<file path="config.mk">
export PLATFORM = sky130hd
export DESIGN_NAME = ldst_dispatch
export DESIGN_NICKNAME = d
export VERILOG_FILES = /design/src/rtl/OpCodes.sv /design/src/rtl/ldst_op_fifo.sv /design/src/rtl/ldst_dispatch.sv
export SDC_FILE = /design/constraint.sdc
export NUM_CORES = 1
export LEC_CHECK = 0
export ABC_AREA = 1
export BUFFER_PORTS_ARGS = -buffer_cell sky130_fd_sc_hd__buf_4
export CORE_MARGIN = 10
export CORE_UTILIZATION = 54
export DETAILED_ROUTE_END_ITERATION = 10
export PLACE_DENSITY = 0.79
export SLEW_MARGIN = 30
export SYNTH_ARGS = -nofsm -noshare
export SYNTH_HDL_FRONTEND = slang
export SYNTH_HIERARCHICAL = 1
export SYNTH_SLANG_ARGS = --single-unit
</file>
<file path="constraint.sdc">
create_clock -name clk -period 2.5 [get_ports clk]
set_clock_uncertainty 0.2 [all_clocks]
set_input_delay 0.125 -clock clk [delete_from_list [all_inputs] [get_ports clk]]
set_output_delay 0.125 -clock clk [all_outputs]
set_load 0.01 [all_outputs]
</file>
<file path="src/rtl/OpCodes.sv">
// Shared op-code package: issue width, payload width and the queued memory-op record.
package OpCodes;

   localparam int REGLD_PER_CLK = 2;
   localparam int NSIG          = 7;

   typedef struct packed {
      logic            is_store;
      logic [NSIG:0]   data;
   } ldst_op_t;

endpackage

</file>
<file path="src/rtl/ldst_op_fifo.sv">
// In-order op queue: one push per clk, pop of 0..LANES entries per clk,
// with the LANES oldest entries always visible on the peek outputs.
module ldst_op_fifo
   import OpCodes::*;
#(
   parameter  int DEPTH = 8,
   parameter  int LANES = REGLD_PER_CLK,
   localparam int PW    = $clog2(DEPTH),
   localparam int CW    = $clog2(DEPTH + 1)
) (
   input  logic            clk,
   input  logic            rst,
   input  logic            flush,
   input  logic            push,
   input  ldst_op_t        push_op,
   input  logic [CW-1:0]   pop_n,
   output ldst_op_t        peek [LANES],
   output logic [CW-1:0]   count
);

   ldst_op_t        mem [DEPTH];
   logic [PW-1:0]   wr_ptr_reg, wr_ptr_next;
   logic [PW-1:0]   rd_ptr_reg, rd_ptr_next;
   logic [CW-1:0]   count_reg, count_next;

   // Pointer and occupancy update; DEPTH is a power of two so pointers wrap by truncation.
   always_comb begin
      wr_ptr_next = wr_ptr_reg;
      rd_ptr_next = rd_ptr_reg;
      count_next  = count_reg;
      if (flush) begin
         wr_ptr_next = '0;
         rd_ptr_next = '0;
         count_next  = '0;
      end else begin
         if (push) begin
            wr_ptr_next = wr_ptr_reg + PW'(1);
         end
         rd_ptr_next = rd_ptr_reg + PW'(pop_n);
         count_next  = count_reg + CW'(push) - pop_n;
      end
   end

   // Queue state registers.
   always_ff @(posedge clk or posedge rst) begin
      if (rst) begin
         wr_ptr_reg <= '0;
         rd_ptr_reg <= '0;
         count_reg  <= '0;
      end else begin
         wr_ptr_reg <= wr_ptr_next;
         rd_ptr_reg <= rd_ptr_next;
         count_reg  <= count_next;
      end
   end

   // Storage write; contents need no reset because count gates every read.
   always_ff @(posedge clk) begin
      if (push) begin
         mem[wr_ptr_reg] <= push_op;
      end
   end

   // Head window: peek[k] is the k-th oldest entry, wrapping across the array end.
   for (genvar gi = 0; gi < LANES; gi++) begin : g_peek
      assign peek[gi] = mem[rd_ptr_reg + PW'(gi)];
   end

   assign count = count_reg;

endmodule

</file>
<file path="src/rtl/ldst_dispatch.sv">
// Load/store dispatch: buffers decoded memory ops and issues up to LANES oldest
// ops per clk, steering each onto either the load or the store lane of its slot.
module ldst_dispatch
   import OpCodes::*;
#(
   parameter  int DEPTH = 8,
   localparam int LANES = REGLD_PER_CLK,
   localparam int W     = NSIG + 1,
   localparam int CW    = $clog2(DEPTH + 1)
) (
   input  logic               clk,
   input  logic               rst,
   input  logic               flush_i,
   input  logic               op_valid_i,
   output logic               op_ready_o,
   input  logic               op_store_i,
   input  logic [W-1:0]       op_data_i,
   input  logic               stall_i,
   output logic [W-1:0]       Load_o [LANES],
   output logic [LANES-1:0]   load_vld_o,
   output logic [W-1:0]       Store_o [LANES],
   output logic [LANES-1:0]   store_vld_o,
   output logic [CW-1:0]      count_o
);

   logic            push;
   ldst_op_t        push_op;
   ldst_op_t        peek [LANES];
   logic [CW-1:0]   count;
   logic [CW-1:0]   issue_n;
   logic [CW-1:0]   pop_n;

   // Ready looks only at the registered count, so a same-cycle issue never makes room.
   assign op_ready_o = !rst && (count < CW'(DEPTH));
   assign push       = op_valid_i && op_ready_o && !flush_i;
   assign push_op    = '{is_store: op_store_i, data: op_data_i};

   // Group size is bounded by what was queued before this edge (no bypass).
   assign issue_n = (count >= CW'(LANES)) ? CW'(LANES) : count;
   assign pop_n   = (stall_i || flush_i) ? '0 : issue_n;

   ldst_op_fifo #(
      .DEPTH   (DEPTH),
      .LANES   (LANES)
   ) u_fifo (
      .clk     (clk),
      .rst     (rst),
      .flush   (flush_i),
      .push    (push),
      .push_op (push_op),
      .pop_n   (pop_n),
      .peek    (peek),
      .count   (count)
   );

   assign count_o = count;

   for (genvar gi = 0; gi < LANES; gi++) begin : g_lane
      logic [W-1:0] ld_reg, ld_next;
      logic [W-1:0] st_reg, st_next;
      logic         lv_reg, lv_next;
      logic         sv_reg, sv_next;

      // Lane steering: flush clears, stall holds, otherwise slot gi takes the gi-th oldest op.
      always_comb begin
         ld_next = ld_reg;
         st_next = st_reg;
         lv_next = lv_reg;
         sv_next = sv_reg;
         if (flush_i) begin
            ld_next = '0;
            st_next = '0;
            lv_next = 1'b0;
            sv_next = 1'b0;
         end else if (!stall_i) begin
            ld_next = '0;
            st_next = '0;
            lv_next = 1'b0;
            sv_next = 1'b0;
            if (CW'(gi) < issue_n) begin
               if (peek[gi].is_store) begin
                  st_next = peek[gi].data;
                  sv_next = 1'b1;
               end else begin
                  ld_next = peek[gi].data;
                  lv_next = 1'b1;
               end
            end
         end
      end

      // Lane output registers.
      always_ff @(posedge clk or posedge rst) begin
         if (rst) begin
            ld_reg <= '0;
            st_reg <= '0;
            lv_reg <= 1'b0;
            sv_reg <= 1'b0;
         end else begin
            ld_reg <= ld_next;
            st_reg <= st_next;
            lv_reg <= lv_next;
            sv_reg <= sv_next;
         end
      end

      assign Load_o[gi]      = ld_reg;
      assign Store_o[gi]     = st_reg;
      assign load_vld_o[gi]  = lv_reg;
      assign store_vld_o[gi] = sv_reg;
   end

endmodule

</file>
==> results of run 1 <==
## per-stage QoR
step | hold WS [ns] | utilization [%] | cell area, um2 | setup slack (ns)
2_1_floorplan | -0.235 | - | 5930 | 0.146
3_3_place_gp | -0.0559 | 59.3 | 6400 | 0.294
3_5_place_dp | -0.0474 | 59.3 | 6400 | 0.222
4_1_cts | 0.0906 | 65.9 | 7110 | 0.148
5_1_grt | 0.119 | 65.9 | 7110 | 0.00752
6_report | 0.0835 | 65.9 | 7110 | 0.142
## how the worst min path moves through the flow
| stage | to | slack (ns) | cells after the start |
|---|---|---|---|
| final | g_lane[1].st_reg[1] | 0.08 | 4 |
| after global routing | g_lane[1].ld_reg[4] | 0.12 | 4 |
| after CTS | g_lane[1].st_reg[0] | 0.09 | 4 |
| after detailed placement | u_fifo/count[0] | -0.05 | 2 |
| after global placement | u_fifo/count[3] | -0.06 | 2 |
| after floorplan | u_fifo/count[0] | -0.23 | 1 |
## placed cells by master (no fill, tap or decap), types with 3 or more instances in the layout
| cell type | synthesis | layout |
|---|---|---|
| inv_2 | 3 | 3 |
| nor2_4 | 5 | 5 |
| nand3_1 | 18 | 18 |
| clkinvlp_4 | 0 | 5 |
| clkinv_2 | 0 | 5 |
| inv_1 | 61 | 61 |
| nand4_1 | 16 | 16 |
| clkbuf_16 | 0 | 16 |
| o211ai_1 | 54 | 54 |
| conb_1 | 1 | 4 |
| nand2_2 | 5 | 5 |
| dlygate4sd3_1 | 0 | 15 |
| o21ai_0 | 19 | 19 |
| dfrtp_1 | 46 | 45 |
| nand2_1 | 236 | 236 |
| a21oi_1 | 22 | 22 |
| buf_4 | 10 | 74 |
| edfxtp_1 | 72 | 72 |
| ha_1 | 9 | 9 |
| nor2_1 | 19 | 19 |
## power by group
part / leakage, uW / internal (uW) / switching (uW)
Combinational: 0.00178 / 463 / 802
Clock: 0.000260 / 1400 / 843
Sequential: 0.00128 / 2180 / 82.8
Total: 0.00332 / 4040 / 1730
## metal layers
layer	wire length, um	track usage, %	part of all wire [%]
met1	5960	22.5	42
met2	6870	29.4	48
met3	998	4.30	7.0
met4	372	8.57	2.6
met5	0	0	0
## worst min-delay path, stage by stage
cell,delay (ns)
dlygate4sd3_1,0.54
buf_4,0.14
inv_1,0.04
buf_4,0.39
## cell type report
class / instances / area (um2) / share of cell area (%)
clock buffer: 18 / 418 / 5.88
clock inverter: 14 / 135 / 1.90
inverter: 67 / 259 / 3.64
multi-input combinational: 417 / 2080 / 29.3
sequential: 118 / 3310 / 46.6
tap: 140 / 175 / 2.46
timing repair buffer: 90 / 726 / 10.2
## repair_timing
item                                   in CTS  in global routing
endpoints found under the hold margin     164                  0
hold buffers                               15                  0
setup endpoints to repair                   0                  0
## kinds of logic after synthesis
family	share of synthesized area [%]
and+or+nand+nor	21.3
xor gates and xnor gates	0.423
DFF	56.0
buffers and inverters	8.99
adders and majority gates	2.58
other	0.0634
AOI/OAI and AO/OA	10.6
==> results.cfg, run 1 <==
[run_status]
outcome = finished, final reports clean

[global_routing]
grt_pass1_vias = 4604
grt_max_degree = 66
track_usage_pct = 18.2
antenna_found_initial = 0
grt_overflow = 0
grt_pass1_wl_um = 23100

[critical_path]
startpoint = u_fifo/count[3]
slowest_delay_ns = 0.44
crit_required_ns = 2.71
cp_slowest_cell = dfrtp_1
rr_endpoint = u_fifo/count[1]
critPathMaxFanout = 5
crit_path_start_kind = register
path_depth = 9
crit_path_cell_trace = nor2_4 -> nand2_2 -> nor3_1 -> ha_1 -> inv_1 -> ha_1 -> fa_1 -> inv_1 -> nor2_1
cpLargestDelayFamily = adder cells
r2r_start = u_fifo/count[3]
ff2ff_path_depth = 9
end_kind = register
crit_type = reg -> reg
cp_data_arrival_time_ns = 2.56
critPathCapture = u_fifo/count[1]
cp_num_buf_inv = 2
reg2reg_slack_ns = 0.14

[clock_tree]
cts_buffer_depth = 2
cts_tree = done
clock_latency_ns = 0.52
cts.sinks = 118
cts_setup_buffers = 0
cts-root-buf = clkbuf_8
clkTransAtPathRegs_ns = 0.06
cts_made_buffers = 17
htreeDepth = 4
post_cts_resized = 0

[timing]
finalSetupViolations = 0
period_share_pct = 94.3
max_slew_margin_pct = 49.2
tightest_slew_ns = 0.760
finalSetupTns_ns = 0
rsz0062_at_grt = false
fmax_ghz = 0.424
report.final.slew_viol_count = 0
finalHoldViolCount = 0
finalCriticalPeriod_ns = 2.36

[floorplan]
start_util_pct = 54.8
io_pins = 55
dieArea_um2 = 15500
rows = 38
die_x_um = 125
core_um2 = 10800
die_y_um = 125

[synth]
yosysSeqAreaShare_pct = 56.0
yosysTopAreaCellShare_pct = 36.6
synthTopCellsByArea = edfxtp_1 37%, dfrtp_1 19%, nand2_1 15%
synth_cells = 634
ys_ff_latch = 118
yosysWarnings = 6
syn_area_um2 = 5910
synthArstFlopShare_pct = 39.0
yosysMostFrequentCell = nand2_1
synth_edf_count = 72
synth_top_area_cell = edfxtp_1
synth-main-ff-cell = edfxtp_1
ys_types = 30
syn_area_per_cell_um2 = 9.33
synthTopCellsByCount = 236 x nand2_1, 72 x edfxtp_1, 61 x inv_1

[pwr]
power_density_nw_per_um2 = 812
cellLeakagePower_uw = 0.00332
total_power_uw = 5770
max-vdd-ir-drop_uv = 456

[finish]
fin_nets = 736
num_antenna_cells = 0
fillers = 834
layout-area-overhead-vs-synth_pct = 20.2
fin_cells = 864
drive_gt1_share_pct = 17.1
largest_register_ffs = 72

[drt]
antenna_left = 0
vias = 4738
drc_errors = 0
wl_um = 14200
route.detailed.wl_per_inst_um = 16.4
vias_per_cell = 5.48
drt_pass1_iterations = 6
drtIter0Drc = 728

[place]
portBuffers = 54
dp_hpwl_um = 9670
gp_congestion = 0.825
place_inst = 817

[flow_run]
drv_cap = 0

[hold_path]
min_path_type = in -> async
Power figures use the tool's default switching activity.
==> run 2: changes to the inputs <==
CORE_UTILIZATION = 59   (was 54)
PLACE_DENSITY = 0.84   (was 0.79)
==> run 2 against run 1 <==
Setup slack got worse by 0.027 ns. Clock-buffer cell count up 7. Die area shrank 7.1%. Fmax is 1.1% lower. First-iteration DRC count decreased by 50%. Clock power up 8.9%. Power up 3.3%. Critical path depth grew 3. Critical path type unchanged.
==> results.cfg, run 2 (synthesis gave the netlist of run 1 again) <==
[finish]
num_antenna_cells = 0
fin_nets = 733
drive_gt1_share_pct = 16.9
largest_register_ffs = 72
layout-area-overhead-vs-synth_pct = 20.4
final_common_cell = nand2_1
fin_cells = 854
fillers = 640
fin_area_um2 = 7120
layout_common_cells = 236 x nand2_1, 73 x buf_4, 72 x edfxtp_1

[floorplan]
rows = 36
die_y_um = 120
dieArea_um2 = 14400
core_um2 = 9770
die_x_um = 120
io_pins = 55
start_util_pct = 60.5

[clock_tree]
cts-root-buf = clkbuf_8
htreeDepth = 4
clock_latency_ns = 0.52
cts_made_buffers = 17
post_cts_resized = 0
clkTransAtPathRegs_ns = 0.06
cts_tree = done
cts_buffer_depth = 2
cts.sinks = 118

[pwr]
pwr-share-comb_pct = 21.1
switching_share_pct = 28.4
seq_power_share_pct = 37.8
power_density_nw_per_um2 = 837
max-vdd-ir-drop_uv = 563
pwr-share-clk_pct = 41.1
p_switching_uw = 1690
p_int_uw = 4270
total_power_uw = 5960
cellLeakagePower_uw = 0.00334

[critical_path]
end_kind = register
cpMostUsedCell = nor2_1
critPathMaxFanout = 5
cp_slowest_cell = dfrtp_1
crit_required_ns = 2.71
cp_data_arrival_time_ns = 2.60
crit_path_start_kind = register
slowest_delay_ns = 0.45
cpLargestDelayFamily = simple AND/OR/NAND/NOR gates
crit_type = reg -> reg
crit_path_cell_trace = nor2_4 -> nand2_2 -> nor3_1 -> ha_1 -> inv_1 -> ha_1 -> nand2_1 -> nor2_1 -> nor2_1 -> nand3_1 -> nand2_1 -> nor2_1
cp_num_buf_inv = 1

[drt]
antenna_left = 0
drtIter0Drc = 364
vias_per_cell = 5.62
vias = 4799
route.detailed.wl_per_inst_um = 16.5
drt_pass1_iterations = 7
drc_errors = 0
wl_um = 14100

[timing]
period_share_pct = 95.4
finalCriticalPeriod_ns = 2.39
tightest_slew_ns = 0.754
finalHoldViolCount = 0
fmax_ghz = 0.419
max_slew_margin_pct = 49.6
setup_ws_ns = 0.114
rsz0062_at_grt = false
report.final.slew_viol_count = 0
finalSetupTns_ns = 0
finalSetupViolations = 0

[place]
place_inst = 808
portBuffers = 54
dp_hpwl_um = 9350
gp_congestion = 0.842
dpl_worst_slack_ns = 0.161
place_area_um2 = 6370

[global_routing]
grt_pass1_wl_um = 23100
antenna_found_initial = 0
grt_max_degree = 48
track_usage_pct = 20.2
grt_overflow = 0
grt_pass1_vias = 4818

[flow_run]
drv_cap = 0

[run_status]
outcome = finished, final reports clean

[hold_path]
min_path_type = in -> async
-- run 2: area by class of cell --
| type | count | area, um2 | area share (%) |
|---|---|---|---|
| Sequential cell | 118 | 3310 | 46.5 |
| Multi-Input combinational cell | 417 | 2080 | 29.2 |
| Timing Repair Buffer | 87 | 688 | 9.66 |
| Clock buffer | 25 | 527 | 7.40 |
| Inverter | 67 | 259 | 3.64 |
| Tap cell | 133 | 166 | 2.34 |
| Clock inverter | 7 | 87.6 | 1.23 |
-- run 2: worst min-delay path, cell delays in order --
cell and delay (ns):
dlygate4sd3_1 0.53, buf_4 0.14, inv_1 0.04, buf_4 0.38
-- run 2: per-stage QoR --
| stage | hold WS (ns) | util [%] |
|---|---|---|
| final | 0.0713 | 72.9 |
| after global routing | 0.103 | 72.9 |
| after CTS | 0.0705 | 72.9 |
| after detailed placement | -0.0375 | 65.2 |
| after global placement | -0.0589 | 65.2 |
| after floorplan | -0.235 | - |
-- run 2: metal layers --
| metal | track usage [%] | vias to the layer above | part of all wire (%) |
|---|---|---|---|
| met4 | 9.20 | 0 | 2.3 |
| met5 | 0 | - | 0 |
| li1 | - | 2268 | - |
| met1 | 23.1 | 2284 | 39 |
| met2 | 34.3 | 215 | 51 |
| met3 | 6.19 | 32 | 7.9 |
-- run 2: timing repair --
item                       4_1_cts  5_1_grt
buffers inserted                 0        0
hold endpoints to repair       164        0
setup endpoints to repair        0        0
hold buffers                    14        0
-- run 2: final timing paths --
check,from,to,slack [ns],cells past startpoint
max in group asynchronous,rst,u_fifo/rd_ptr_reg[0],1.26,4
worst min register to register,g_lane[0].st_reg[2],g_lane[0].st_reg[2],0.28,2
worst min-delay path,rst,g_lane[1].sv_reg,0.07,4
worst max register to register,u_fifo/count[3],u_fifo/count[3],0.11,12
min in group clk,op_data_i[4],u_fifo/mem[0][4],0.18,2
worst max-delay path,u_fifo/count[3],u_fifo/count[3],0.11,12
-- run 2: power by group through the flow --
stage                     logic, uW  registers, uW  clock network, uW
after detailed placement       1200           2290                  0
after global placement         1160           2280                  0
after global routing           1400           2270               2580
after CTS                      1240           2260               2480
after floorplan                 835           2310                  0
final                          1260           2260               2450
